--- src/rtl/plic_tl_buffer.sv ---
// plic_tl_buffer: registered TL-UL A/D decoupling FIFOs in front of the PLIC plus interrupt pass-through.
// Define PLIC_BUF_INT_SYNC_EN to route int_in through a 2-flop synchronizer (default: combinational wire).

module plic_tl_buffer_fifo #(
  parameter int DEPTH = 2,
  parameter int WIDTH = 8
) (
  input  logic             clock,
  input  logic             reset,
  input  logic             in_valid,
  output logic             in_ready,
  input  logic [WIDTH-1:0] in_bits,
  output logic             out_valid,
  input  logic             out_ready,
  output logic [WIDTH-1:0] out_bits
);
  localparam int PTR_W = (DEPTH > 1) ? $clog2(DEPTH) : 1;
  localparam int CNT_W = $clog2(DEPTH + 1);
  localparam logic [PTR_W-1:0] LAST_PTR = PTR_W'(DEPTH - 1);
  localparam logic [CNT_W-1:0] FULL_CNT = CNT_W'(DEPTH);

  logic [WIDTH-1:0] mem [DEPTH];
  logic [PTR_W-1:0] head;
  logic [PTR_W-1:0] tail;
  logic [CNT_W-1:0] count;
  logic             enq;
  logic             deq;

  // Pointers wrap explicitly so DEPTH need not be a power of two.
  function automatic logic [PTR_W-1:0] next_ptr(input logic [PTR_W-1:0] p);
    return (p == LAST_PTR) ? '0 : p + PTR_W'(1);
  endfunction

  // Handshakes come only from the count register; reset input masks them while asserted.
  assign in_ready  = reset & (count != FULL_CNT);
  assign out_valid = reset & (count != '0);
  assign enq       = in_valid & in_ready;
  assign deq       = out_valid & out_ready;

  always_ff @(posedge clock) begin
    if (!reset) begin
      head  <= '0;
      tail  <= '0;
      count <= '0;
    end else begin
      if (enq) tail <= next_ptr(tail);
      if (deq) head <= next_ptr(head);
      if (enq && !deq) begin
        count <= count + CNT_W'(1);
      end else if (!enq && deq) begin
        count <= count - CNT_W'(1);
      end
    end
  end

  // Storage holds payload only; stale entries are hidden by the count.
  always_ff @(posedge clock) begin
    if (enq) mem[tail] <= in_bits;
  end

  assign out_bits = out_valid ? mem[head] : '0;
endmodule

module plic_tl_buffer #(
  parameter int A_DEPTH = 2,
  parameter int D_DEPTH = 2
) (
  input  logic        clock,
  input  logic        reset,
  input  logic        in_a_valid,
  output logic        in_a_ready,
  input  logic [2:0]  in_a_bits_opcode,
  input  logic [2:0]  in_a_bits_param,
  input  logic [1:0]  in_a_bits_size,
  input  logic [10:0] in_a_bits_source,
  input  logic [27:0] in_a_bits_address,
  input  logic [7:0]  in_a_bits_mask,
  input  logic [63:0] in_a_bits_data,
  input  logic        in_a_bits_corrupt,
  output logic        out_a_valid,
  input  logic        out_a_ready,
  output logic [2:0]  out_a_bits_opcode,
  output logic [2:0]  out_a_bits_param,
  output logic [1:0]  out_a_bits_size,
  output logic [10:0] out_a_bits_source,
  output logic [27:0] out_a_bits_address,
  output logic [7:0]  out_a_bits_mask,
  output logic [63:0] out_a_bits_data,
  output logic        out_a_bits_corrupt,
  input  logic        out_d_valid,
  output logic        out_d_ready,
  input  logic [2:0]  out_d_bits_opcode,
  input  logic [1:0]  out_d_bits_size,
  input  logic [10:0] out_d_bits_source,
  input  logic [63:0] out_d_bits_data,
  output logic        in_d_valid,
  input  logic        in_d_ready,
  output logic [2:0]  in_d_bits_opcode,
  output logic [1:0]  in_d_bits_size,
  output logic [10:0] in_d_bits_source,
  output logic [63:0] in_d_bits_data,
  input  logic        int_in,
  output logic        int_out
);
  localparam int A_W = 3 + 3 + 2 + 11 + 28 + 8 + 64 + 1;
  localparam int D_W = 3 + 2 + 11 + 64;

  logic [A_W-1:0] a_enq_bits;
  logic [A_W-1:0] a_deq_bits;
  logic [D_W-1:0] d_enq_bits;
  logic [D_W-1:0] d_deq_bits;

  // Payload is packed verbatim; no field is interpreted or altered.
  assign a_enq_bits = {in_a_bits_opcode, in_a_bits_param, in_a_bits_size, in_a_bits_source,
                       in_a_bits_address, in_a_bits_mask, in_a_bits_data, in_a_bits_corrupt};
  assign {out_a_bits_opcode, out_a_bits_param, out_a_bits_size, out_a_bits_source,
          out_a_bits_address, out_a_bits_mask, out_a_bits_data, out_a_bits_corrupt} = a_deq_bits;

  assign d_enq_bits = {out_d_bits_opcode, out_d_bits_size, out_d_bits_source, out_d_bits_data};
  assign {in_d_bits_opcode, in_d_bits_size, in_d_bits_source, in_d_bits_data} = d_deq_bits;

  plic_tl_buffer_fifo #(
    .DEPTH (A_DEPTH),
    .WIDTH (A_W)
  ) u_a_fifo (
    .clock     (clock),
    .reset     (reset),
    .in_valid  (in_a_valid),
    .in_ready  (in_a_ready),
    .in_bits   (a_enq_bits),
    .out_valid (out_a_valid),
    .out_ready (out_a_ready),
    .out_bits  (a_deq_bits)
  );

  plic_tl_buffer_fifo #(
    .DEPTH (D_DEPTH),
    .WIDTH (D_W)
  ) u_d_fifo (
    .clock     (clock),
    .reset     (reset),
    .in_valid  (out_d_valid),
    .in_ready  (out_d_ready),
    .in_bits   (d_enq_bits),
    .out_valid (in_d_valid),
    .out_ready (in_d_ready),
    .out_bits  (d_deq_bits)
  );

`ifdef PLIC_BUF_INT_SYNC_EN
  logic int_sync_p0;
  logic int_sync_p1;

  // Stage p0 -> p1: two-flop level synchronizer, exactly two cycles of latency.
  always_ff @(posedge clock) begin
    if (!reset) begin
      int_sync_p0 <= 1'b0;
      int_sync_p1 <= 1'b0;
    end else begin
      int_sync_p0 <= int_in;
      int_sync_p1 <= int_sync_p0;
    end
  end

  assign int_out = int_sync_p1;
`else
  assign int_out = int_in;
`endif
endmodule

--- config.mk ---
export PLATFORM = sky130hd
export DESIGN_NAME = plic_tl_buffer
export DESIGN_NICKNAME = d
export VERILOG_FILES = /design/src/rtl/plic_tl_buffer.sv
export SDC_FILE = /design/constraint.sdc
export NUM_CORES = 1
export LEC_CHECK = 0
export ABC_AREA = 1
export BUFFER_PORTS_ARGS = -buffer_cell sky130_fd_sc_hd__buf_4
export CELL_PAD_IN_SITES_DETAIL_PLACEMENT = 0
export CELL_PAD_IN_SITES_GLOBAL_PLACEMENT = 1
export CORE_MARGIN = 4
export CORE_UTILIZATION = 37
export DETAILED_ROUTE_END_ITERATION = 10
export PLACE_DENSITY_LB_ADDON = 0.1
export SYNTH_ARGS = -nofsm -noshare
export SYNTH_HDL_FRONTEND = slang
export SYNTH_SLANG_ARGS = --single-unit
--- constraint.sdc ---
create_clock -name clock -period 6.64 [get_ports clock]
set_input_delay 0.664 -clock clock [delete_from_list [all_inputs] [get_ports clock]]
set_output_delay 0.664 -clock clock [all_outputs]
set_load 0.03 [all_outputs]
==> qor.log, run 1 <==
INFO  die            start_util=37.4%
INFO  finish         syn_to_final_growth=29.0%
INFO  timing         report.final.slew_viol_count=0
INFO  die            core_area=45300squm
INFO  timing         max_freq=293MHz
INFO  placed_design  dp_slack=3240ps
INFO  setup_path     critical_path.endpoint_type=output port
INFO  setup_path     critPathKind=reg2out
INFO  cts            cts.clk_slew.worst_paths=60ps
INFO  timing         final_hold_viol_count=0
INFO  finish         layout-drive-gt1-share=24.7%
INFO  setup_path     maximum_fanout_along_the_worst_path=75
INFO  setup_path     critPathTopFamily=buffers and inverters
INFO  drt            dr.pass1.iters=5
INFO  min_path       min-delay-path-class=in2reg
INFO  setup_path     worst_path_most_repeated_cell=sky130_fd_sc_hd__buf_4
INFO  run_status     status=complete, no violations
INFO  timing         min_period_over_period=51.4%
INFO  cts            cts_setup_buffers=0
INFO  timing         worst-slew-pin-transition=1010ps
INFO  die            die_height=222um
INFO  timing         setup_viol=0
INFO  drt            postRouteWirelength=41500um
INFO  setup_path     critPathArrivalTime=2750ps
INFO  global_routing grt_most_used_layer=met2
INFO  global_routing grt_antenna_before_repair=6
INFO  drt            first_iter_violations=601
INFO  job            cap_violations=0
INFO  logic_synthesis post_synth_net_total=1756
INFO  placed_design  hpwl=27500um
INFO  cts            clock_insertion_delay_at_the_later_pin_of_the_skew_report=550ps
INFO  global_routing grt.met1_usage=20.1%
INFO  timing         totalNegativeSetupSlack=0ps
INFO  pwr            power.static_leakage=10.3nW
INFO  global_routing global_route_wire_length_before_repair=62300um
INFO  timing         final.min_clock_period=3410ps
INFO  die            num_rows=78
INFO  cts            cts_repair_resize_count=0
INFO  logic_synthesis synth-seq-cells=410
INFO  pwr            ir_worst_vdd=0.213mV
INFO  global_routing track_usage=16.3%
INFO  pwr            combPwrFrac=14.4%
INFO  finish         nNetsFinal=2155
INFO  logic_synthesis synth_top_area_cell=sky130_fd_sc_hd__edfxtp_1
INFO  pwr            total_switching_power=1.58mW
INFO  setup_path     critPathLaunchType=flip-flop
INFO  global_routing groute.layer.met2.usage=27.5%
INFO  pwr            internal_power=4.62mW
INFO  placed_design  place.port_buffers=409
INFO  drt            detail_route.drc_violations=0
INFO  timing         slew-limit-headroom=32.6%
INFO  logic_synthesis post_synth.cell_area_avg=10.9squm
INFO  pwr            sequentialPowerShare=48.5%
INFO  pwr            pwr_density_cell=284nW/um^2
INFO  drt            final_antenna_net_count=0
INFO  global_routing global_route.usage.met3=4.73%
INFO  cts            root_buffer=sky130_fd_sc_hd__clkbuf_16
INFO  cts            ctsHtreeMaxLevel=2
INFO  cts            cts_tree=done
INFO  setup_path     cp_data_required_time=5980ps
INFO  setup_path     crit_path_top_delay_cell=sky130_fd_sc_hd__buf_4
INFO  pwr            clock_group_share_of_total_power=37.0%
INFO  cts            cts_made_buffers=45
INFO  logic_synthesis top_area_cell_type_share_of_the_netlist_area=70.9%
INFO  drt            detail_route.wl_per_cell=16.1um
INFO  placed_design  place.gp.congestion=0.769
INFO  setup_path     cp_slowest_stage_delay=690ps
INFO  cts            cts_hold_buf=0
INFO  logic_synthesis post_synth_inst_count=1547
INFO  logic_synthesis synth.distinct_cells=18
INFO  drt            vias_per_cell=4.33
INFO  global_routing number_of_global_route_vias_before_repair=10800
INFO  global_routing grt_max_degree=209
INFO  pwr            fraction_of_power_spent_switching_nets=25.6%
INFO  die            fp.dieW=222um
INFO  setup_path     cp_num_buf_inv=5
INFO  die            die-area=49200squm
INFO  die            ios=412
INFO  drt            vias=11200
INFO  cts            cts_max_path_buffers=3
INFO  timing         postLayoutSetupSlackWorst=3230ps
INFO  global_routing grt.overflow.total=0
INFO  pwr            total_power=6.20mW
INFO  logic_synthesis yosys_warnings=0
INFO  logic_synthesis ys_seq_area_share=72.1%
INFO  logic_synthesis netlist_top_cells_area=sky130_fd_sc_hd__edfxtp_1, sky130_fd_sc_hd__nand2_1, sky130_fd_sc_hd__inv_1, sky130_fd_sc_hd__o21ai_0, sky130_fd_sc_hd__o21ai_1
INFO  timing         grt_setup_unrepaired=no
INFO  logic_synthesis syn_area=16900squm
INFO  timing         timing.clock.skew=17.0ps
INFO  cts            cts_sinks=410
INFO  setup_path     worstPathCellList=inv_1 > a21oi_4 > buf_4 > buf_4 > nand2_1 > inv_1 > buf_4
Yosys cell counts (all sizes together):
library cell,instances
nand2,420
inv,419
edfxtp,400
o21ai,202
buf,44
clkbuf,22
dfxtp,10
nor2,10
a21oi,6
nand3,6
nand4,6
ha,2
layer usage:
layer / vias to the layer above / share of wire (%)
met5: - / 0.11
met3: 67 / 6.6
met1: 5211 / 41
li1: 5637 / -
met4: 6 / 2.7
met2: 271 / 50
cells by family (layout without fill, tap and decap cells):
group                    Yosys count  count (layout)  synth area share, %
AND/OR/NAND/NOR                  442             442                 9.93
buffers and inverters            485             916                 11.6
adder cells (fa/ha/maj)            2               2                0.148
AO/OA/AOI/OAI                    208             208                 6.19
flip-flops                       410             410                 72.1
other                              0               4                    0
layout by cell type (no fill, tap or decap), types with 2 or more instances in the layout:
cell type,instances
sky130_fd_sc_hd__a21oi_1,4
sky130_fd_sc_hd__a21oi_4,2
sky130_fd_sc_hd__buf_12,2
sky130_fd_sc_hd__buf_4,416
sky130_fd_sc_hd__bufinv_16,2
sky130_fd_sc_hd__clkbuf_1,12
sky130_fd_sc_hd__clkbuf_16,45
sky130_fd_sc_hd__clkbuf_8,2
sky130_fd_sc_hd__clkinv_1,7
sky130_fd_sc_hd__clkinv_2,11
sky130_fd_sc_hd__dfxtp_1,8
sky130_fd_sc_hd__dfxtp_4,2
sky130_fd_sc_hd__diode_2,4
sky130_fd_sc_hd__edfxtp_1,400
sky130_fd_sc_hd__ha_1,2
sky130_fd_sc_hd__inv_1,415
sky130_fd_sc_hd__inv_2,3
sky130_fd_sc_hd__nand2_1,420
sky130_fd_sc_hd__nand3_1,6
sky130_fd_sc_hd__nand4_1,6
sky130_fd_sc_hd__nor2_1,8
sky130_fd_sc_hd__nor2_4,2
sky130_fd_sc_hd__o21ai_0,102
sky130_fd_sc_hd__o21ai_1,100
power groups by stage:
stage	Clock [mW]	Sequential, mW	Combinational [mW]
after global routing	2.49	3.02	0.984
after CTS	2.38	3.01	0.915
final	2.30	3.01	0.896
after floorplan	0	3.06	0.545
after detailed placement	0	3.06	0.912
after global placement	0	3.06	0.907
registers in the layout, indices dropped and copies added, names as in the netlist, named ones only:
signal and flops:
u_d_fifo.tail 1, u_d_fifo.head 1, u_d_fifo.count 2, u_a_fifo.count 2, u_d_fifo.mem 160, u_a_fifo.head 1
u_a_fifo.tail 1, u_a_fifo.mem 240
path summary, 6_finish.rpt:
| check | start | end | slack, ps | depth (start not counted) |
|---|---|---|---|---|
| worst max-delay path | u_a_fifo.count[1]$_SDFFE_PN0P_ | out_a_bits_address[16] | 3230 | 7 |
| worst min-delay path | in_a_bits_data[20] | u_a_fifo.mem[0][21]$_DFFE_PP_ | 290 | 1 |
| worst min register to register | u_a_fifo.head$_SDFFE_PN0P_ | flip-flop | 540 | 4 |
| worst max register to register | u_a_fifo.count[0]$_SDFFE_PN0P_ | u_a_fifo.mem[1][72]$_DFFE_PP_ | 4050 | 5 |
per-stage QoR:
step | hold slack, ps | utilization [%] | instances | cell area (sq um)
2_1_floorplan | 502 | - | 1547 | 16900
5_1_grt | 256 | 48.2 | 2581 | 21800
3_3_place_gp | 526 | 45.3 | 2499 | 20500
6_report | 294 | 48.2 | 2582 | 21800
3_5_place_dp | 534 | 45.3 | 2499 | 20500
4_1_cts | 247 | 48.2 | 2578 | 21800
area by class of cell:
class                      instances  area [sq um]
clock buffer                      59          1200
clock inverter                    20           141
sequential                       410         12200
antenna                            4          10.0
inverter                         419          1580
tap                              600           751
multi-input combinational        652          2790
timing repair buffer             418          3160
fill                            4214         23400
Note: power is estimated with default switching activity, not from simulation.
==> run 2: changes to the inputs <==
- CORE_UTILIZATION: 37 -> 41
- clock period: 6.64 -> 3.47 ns (I/O delays scaled with it)
==> run 2 against run 1 <==
  * Wire length fell by 0.77%
  * Global-route usage is 1.7 points higher
  * Via count up 6.9%
  * Clock power up 95%
  * Largest cell class unchanged
==> qor.log, run 2 (same netlist as run 1, synthesis figures left out) <==
INFO  timing         timing.clock.skew=11.2ps
INFO  placed_design  detailed_place.area=20600squm
INFO  cts            cts_made_buffers=45
INFO  finish         max_flop_register=u_a_fifo.mem
INFO  global_routing track_usage=18.0%
INFO  die            num_rows=74
INFO  finish         layout_top_registers=u_a_fifo.mem (240), u_d_fifo.mem (160)
INFO  die            core_area=40800squm
INFO  timing         grt_setup_unrepaired=no
INFO  die            start_util=41.5%
INFO  setup_path     maximum_fanout_along_the_worst_path=58
INFO  cts            cts_tree=done
INFO  cts            cts_repair_resize_count=0
INFO  placed_design  place.gp.congestion=0.765
INFO  cts            clock_insertion_delay_at_the_later_pin_of_the_skew_report=550ps
INFO  cts            cts_setup_buffers=0
INFO  finish         nNetsFinal=2365
INFO  die            die_height=211um
INFO  min_path       min-delay-path-class=in2reg
INFO  pwr            ir_worst_vdd=0.416mV
INFO  pwr            power.static_leakage=11.2nW
INFO  timing         totalNegativeSetupSlack=0ps
INFO  drt            vias_per_cell=4.40
INFO  job            cap_violations=0
INFO  die            fp.dieW=211um
INFO  timing         slew-limit-headroom=45.0%
INFO  global_routing grt_antenna_before_repair=2
INFO  cts            ctsHtreeMaxLevel=2
INFO  finish         layout-drive-gt1-share=22.6%
INFO  finish         most-common-layout-cells=sky130_fd_sc_hd__nand2_1, sky130_fd_sc_hd__buf_4, sky130_fd_sc_hd__inv_1
INFO  drt            vias=12000
INFO  setup_path     critPathLaunchType=flip-flop
INFO  cts            root_buffer=sky130_fd_sc_hd__clkbuf_16
INFO  cts            cts_hold_buf=200
INFO  placed_design  place.port_buffers=409
INFO  run_status     status=complete, no violations
INFO  cts            cts_max_path_buffers=3
INFO  global_routing grt_max_degree=165
INFO  timing         final.min_clock_period=2780ps
INFO  die            die-area=44600squm
INFO  setup_path     critical_path.endpoint_type=output port
INFO  drt            final_antenna_net_count=0
INFO  cts            cts.clk_slew.worst_paths=60ps
INFO  drt            detail_route.drc_violations=0
INFO  timing         report.final.slew_viol_count=0
INFO  timing         min_period_over_period=80.0%
INFO  drt            detail_route.wl_per_cell=15.1um
INFO  global_routing grt.overflow.total=0
INFO  finish         largest_reg_flops=240
INFO  drt            postRouteWirelength=41200um
INFO  finish         layout.filler_cells=3492
INFO  timing         worst-slew-pin-transition=823ps
INFO  timing         final_hold_viol_count=0
INFO  cts            cts_sinks=410
INFO  placed_design  hpwl=27200um
INFO  setup_path     critPathKind=reg2out
INFO  setup_path     cp_data_required_time=3120ps
INFO  drt            first_iter_violations=654
INFO  setup_path     critPathArrivalTime=2430ps
INFO  finish         finalInstanceArea=24000squm
INFO  global_routing global_route_wire_length_before_repair=62800um
INFO  timing         setup_viol=0
INFO  finish         syn_to_final_growth=41.5%
INFO  die            ios=412
INFO  timing         max_freq=360MHz
INFO  pwr            pwr_density_cell=509nW/um^2
INFO  drt            dr.pass1.iters=5
INFO  global_routing number_of_global_route_vias_before_repair=11800
run 2: cell count changes in the layout (fill, tap and decap cells not counted), sizes merged:
cell / change
inv: +1
buf: +10
diode: -3
clkinv: -1
dlygate4sd3: +200
run 2: per-stage QoR:
stage | total power [mW] | worst slack, ps | std cells | util (%) | hold WS [ps]
detailed placement | 7.63 | 1090 | 2441 | 50.3 | 534
global route | 12.8 | 471 | 2721 | 58.7 | 106
global placement | 7.60 | 1130 | 2441 | 50.3 | 532
floorplan | 6.88 | 32.2 | 1547 | - | 446
CTS | 12.4 | 611 | 2720 | 58.7 | 61.3
finish | 12.2 | 695 | 2721 | 58.7 | 108
run 2: final timing paths:
path | end | slack [ps] | from | depth (start not counted)
setup / recovery | out_a_bits_mask[4] | 690 | u_a_fifo.count[1]$_SDFFE_PN0P_ | 6
setup reg to reg | u_d_fifo.mem[1][44]$_DFFE_PP_ | 1510 | u_d_fifo.count[0]$_SDFFE_PN0P_ | 5
hold / removal | u_d_fifo.count[1]$_SDFFE_PN0P_ | 110 | reset | 3
hold reg to reg | flip-flop | 550 | u_d_fifo.head$_SDFFE_PN0P_ | 4
run 2: cell type report:
type | count | area [sq um] | share of cell area, %
Multi-Input combinational cell | 652 | 2790 | 11.6
Clock inverter | 20 | 136 | 0.569
Timing Repair Buffer | 628 | 5320 | 22.2
Clock buffer | 59 | 1260 | 5.26
Sequential cell | 410 | 12200 | 51.0
Antenna cell | 1 | 2.50 | 0.0104
Inverter | 419 | 1580 | 6.57
Tap cell | 532 | 666 | 2.78
run 2: metal layers:
metal	GRT usage, %	wire length (um)
met2	30.5	20600
met1	23.0	17000
met5	0	13
met3	3.62	2360
met4	6.53	1260
run 2: critical path, stage by stage, from the launching register on:
cell and delay [ps]:
sky130_fd_sc_hd__dfxtp_1 390, sky130_fd_sc_hd__inv_1 120, sky130_fd_sc_hd__a21oi_4 670, sky130_fd_sc_hd__buf_12 340
sky130_fd_sc_hd__nand2_1 110, sky130_fd_sc_hd__inv_1 70, sky130_fd_sc_hd__buf_4 150
run 2: power breakdown:
| part | switching (mW) | total (mW) | internal, mW |
|---|---|---|---|
| combinational | 1.19 | 1.95 | 0.758 |
| clock | 1.81 | 4.49 | 2.68 |
| sequential | 0.0672 | 5.75 | 5.68 |
| total | 3.07 | 12.2 | 9.12 |
